[config.mk]
export PLATFORM = sky130hd
export DESIGN_NAME = seq_restoring_divider
export DESIGN_NICKNAME = d
export VERILOG_FILES = /design/src/rtl/seq_restoring_divider.sv
export SDC_FILE = /design/constraint.sdc
export NUM_CORES = 1
export LEC_CHECK = 0
export CAP_MARGIN = 10
export CORE_AREA = 8 8 64 121
export CTS_CLUSTER_DIAMETER = 50
export DETAILED_ROUTE_END_ITERATION = 10
export DIE_AREA = 0 0 72 129
export PLACE_DENSITY = 0.59
export REMOVE_ABC_BUFFERS = 1
export SLEW_MARGIN = 0
export SYNTH_ARGS = -nofsm -noshare
export SYNTH_HDL_FRONTEND = slang
export SYNTH_SLANG_ARGS = --single-unit
export TNS_END_PERCENT = 100
[constraint.sdc]
create_clock -name clock -period 3.4 [get_ports clock]
set_clock_uncertainty 0.1 [all_clocks]
set_input_delay 0.51 -clock clock [delete_from_list [all_inputs] [get_ports clock]]
set_output_delay 0.51 -clock clock [all_outputs]
set_load 0.005 [all_outputs]
[src/rtl/seq_restoring_divider.sv]
// rtl/seq_restoring_divider.sv - iterative unsigned restoring divider, one quotient bit per clock
module seq_restoring_divider #(
  parameter int BITS = 8,
  parameter int CW   = 4
) (
  input  logic            clock,
  input  logic            reset,
  input  logic            start,
  input  logic [BITS-1:0] dividend,
  input  logic [BITS-1:0] divisor,
  output logic            busy,
  output logic            done,
  output logic [BITS-1:0] quotient,
  output logic [BITS-1:0] remainder,
  output logic            div_by_zero
);

  typedef enum logic [1:0] {
    S_IDLE = 2'd0,
    S_RUN  = 2'd1,
    S_DONE = 2'd2
  } state_t;

  state_t          state_q, state_d;
  logic [CW-1:0]   cnt_q, cnt_d;
  logic [BITS:0]   r_q, r_d;      // partial remainder, one bit wider than the divisor
  logic [BITS-1:0] q_q, q_d;      // dividend shifting out, quotient shifting in
  logic [BITS-1:0] d_q, d_d;
  logic [BITS-1:0] quot_q, quot_d;
  logic [BITS-1:0] rem_q, rem_d;
  logic            dbz_q, dbz_d;

  logic [BITS+1:0] shifted;
  logic [BITS+1:0] trial;
  logic            ge;
  logic [BITS:0]   r_step;
  logic [BITS-1:0] q_step;

  // One restoring step: shift in the next dividend bit, trial-subtract, keep or restore
  always_comb begin
    shifted = {r_q, q_q[BITS-1]};
    trial   = shifted - {2'b00, d_q};
    ge      = ~trial[BITS+1];
    r_step  = ge ? trial[BITS:0] : shifted[BITS:0];
    q_step  = {q_q[BITS-2:0], ge};
  end

  // Next-state logic: accept from IDLE/DONE, iterate in RUN, capture results on the last step
  always_comb begin
    state_d = state_q;
    cnt_d   = cnt_q;
    r_d     = r_q;
    q_d     = q_q;
    d_d     = d_q;
    quot_d  = quot_q;
    rem_d   = rem_q;
    dbz_d   = dbz_q;
    case (state_q)
      S_IDLE, S_DONE: begin
        if (start) begin
          if (divisor == '0) begin
            // Divide by zero skips iteration entirely
            state_d = S_DONE;
            quot_d  = '1;
            rem_d   = dividend;
            dbz_d   = 1'b1;
          end else begin
            state_d = S_RUN;
            d_d     = divisor;
            q_d     = dividend;
            r_d     = '0;
            cnt_d   = '0;
            dbz_d   = 1'b0;
          end
        end else begin
          state_d = S_IDLE;
        end
      end
      S_RUN: begin
        r_d   = r_step;
        q_d   = q_step;
        cnt_d = cnt_q + 1'b1;
        if (cnt_q == CW'(BITS - 1)) begin
          state_d = S_DONE;
          quot_d  = q_step;
          rem_d   = r_step[BITS-1:0];
        end
      end
      default: state_d = S_IDLE;
    endcase
  end

  // State and datapath registers; reset discards any in-flight operation
  always_ff @(posedge clock) begin
    if (reset) begin
      state_q <= S_IDLE;
      cnt_q   <= '0;
      r_q     <= '0;
      q_q     <= '0;
      d_q     <= '0;
      quot_q  <= '0;
      rem_q   <= '0;
      dbz_q   <= 1'b0;
    end else begin
      state_q <= state_d;
      cnt_q   <= cnt_d;
      r_q     <= r_d;
      q_q     <= q_d;
      d_q     <= d_d;
      quot_q  <= quot_d;
      rem_q   <= rem_d;
      dbz_q   <= dbz_d;
    end
  end

  assign busy        = (state_q == S_RUN);
  assign done        = (state_q == S_DONE);
  assign quotient    = quot_q;
  assign remainder   = rem_q;
  assign div_by_zero = dbz_q;

endmodule
==> reports/qor.csv <==
metric,value,unit
antenna_found_initial,0,
htreeDepth,2,
core,6210,um^2
grt_usage,0.135,
fp.dieH,129,um
drv_cap,0,
area_delta_synth_final,26.4,%
synth_top_area_cell,dfxtp_1,
wl_per_cell,14.6,um
yosys.area.top_type_share,0.412,
fp-row-count,41,
async_flop_share,0,
diodes,0,
cts_tree,done,
setup_viol,0,
drtAntennaViolNets,0,
yosysMostFrequentCell,nand2_1,
status,"finished, final reports clean",
critPathRequiredTime,3.46,ns
drtIter0Drc,141,
cts.path.max_buffers,2,
drt_wl_total,5970,um
min_path_type,reg2reg,
peakVddDrop,0.000305,V
powerDensity,508,nW/um^2
vias_per_cell,5.21,
initial_core_util,0.376,
cts.sinks,48,
synth-simple-area-share,0.215,
grt_pass1_wl,10100,um
grt_start_max_net_pins,25,
die_x,72,um
synth_compound_area_frac,0.242,
path_clk_slew,0.06,ns
rsz0062_at_grt,false,
ff2ff_setup_slack,0.60,ns
hpwl,4530,um
gp_congestion,0.814,
critical_path_class,reg2reg,
cts_root_buf,clkbuf_16,
arrival,2.86,ns
r2r-start,d_q[2],
grt_overflow,0,
fin_crit,2.80,ns
leakage,1.08,nW
worst_pin_slew,0.871,ns
muxShareOfSynthArea,0.00858,
post-route-period-util,0.823,
r2r_end,remainder[1],
port_buffers,37,
hold_slack,0.349,ns
cp_max_fo,16,
cp-start-kind,flop,
cp-end-kind,flop,
cts_hold_buf,0,
worstHoldEndpoint,remainder[1],
drc,0,
synth-main-ff-cell,dfxtp_1,
grt_pass1_vias,2128,
io_pins,38,
firstDrtPassIters,4,
synth_top_family_by_area,compound AO/OA/AOI/OAI gates,
vias,2131,
clock.fmax,357,MHz
yosysUniqueCellTypes,39,
cts_buffers,5,
cts_resized,0,
synth_area,2330,um^2
synth-adder-area-share,0.0569,
rr_worst_depth,9,
synth_xor_area_frac,0.0188,
die_area,9290,um^2
synth-edff-count,0,
post-cts-setup-buffers,0,
synth_area_leaders,"dfxtp_1 (41%), nand2_1 (8.4%), nor2_1 (6.0%)",
ys_seq_area_frac,0.412,
syn_inst,286,
finalHoldViolations,0,
ys_seq_elements,48,
syn_area_per_cell,8.15,um^2
hp-start,remainder[1],
tns,0,ns
hold_path_depth,2,
final_nets,351,
drv_slew,0,
slew_headroom,0.418,
insertion_delay,0.29,ns
synth_common_cells,"nand2_1 (52), dfxtp_1 (48), nor2_1 (37)",
drive_gt1_frac,0.0681,
yosysWarnings,0,
## cell type report
| type | count | area [um^2] |
|---|---|---|
| clock buffers | 6 | 139 |
| clock inverters | 2 | 10.0 |
| fillers | 639 | 3260 |
| inverters | 10 | 37.5 |
| multi-input cells | 212 | 1260 |
| flip-flops and latches | 48 | 961 |
| well taps | 86 | 108 |
| repair buffers | 45 | 430 |
## state kept, by name (all words and copies together) (netlist names)
name	cells
q_q	8
r_q	9
remainder	8
quotient	8
div_by_zero	1
d_q	8
state_q	2
cnt_q	4
## placed cells by master (no fill, tap or decap), drive strengths merged, types with 4 or more instances in the layout
master,instances
a211oi,15
a21o,4
a21oi,23
a311oi,13
buf,8
clkbuf,6
clkdlybuf4s50,37
dfxtp,48
ha,9
inv,10
nand2,52
nand2b,4
nand3,5
nor2,37
nor2b,6
o21ai,12
## critical path, cell delays in order, from the launching register on
cell and delay (ns):
dfxtp_1 0.33, inv_1 0.05, ha_1 0.34, o211ai_1 0.18, a21o_1 0.14, nand2_1 0.15, a221oi_4 0.72, nor2b_1 0.10
a211oi_1 0.45, o21ai_1 0.12
## cell families (layout without fill, tap and decap cells)
group / after synthesis / in the layout
AOI/OAI and AO/OA: 79 / 79
DFF: 48 / 48
xor gates and xnor gates: 5 / 5
adders and majority gates: 10 / 10
muxes: 2 / 2
and+or+nand+nor: 116 / 116
buffers and inverters: 26 / 63
## through the flow
step	utilization	total power, mW	instance area, um^2	instances	worst slack (ns)
2_1_floorplan	-	0.896	2260	270	0.835
3_3_place_gp	0.451	1.00	2800	401	0.589
3_5_place_dp	0.451	1.01	2800	401	0.533
4_1_cts	0.475	1.51	2950	409	0.574
5_1_grt	0.475	1.58	2950	409	0.293
6_report	0.475	1.50	2950	409	0.600
## routing by layer
layer | up-vias | share of wire | GRT usage | routed length, um
li1 | 1072 | - | - | -
met1 | 1004 | 0.43 | 0.157 | 2560
met2 | 45 | 0.50 | 0.230 | 3020
met3 | 10 | 0.044 | 0.0335 | 262
met4 | 0 | 0.022 | 0.0533 | 131
met5 | - | 0 | 0 | 0
## worst max path at each step
stage | start | end | slack [ns] | cells past startpoint
2_1_floorplan | divisor[3] | cnt_q[3] | 0.83 | 4
3_3_place_gp | divisor[3] | remainder[5] | 0.59 | 8
3_5_place_dp | divisor[3] | remainder[2] | 0.53 | 8
4_1_cts | d_q[2] | remainder[1] | 0.57 | 9
5_1_grt | d_q[2] | remainder[1] | 0.29 | 9
6_report | d_q[2] | remainder[1] | 0.60 | 9
## where the power goes
group	switching, mW	internal, mW	leakage, nW
Sequential	0.0231	0.594	0.391
Clock	0.207	0.290	0.0766
Combinational	0.221	0.162	0.609
(Power assumes the default switching activity.)
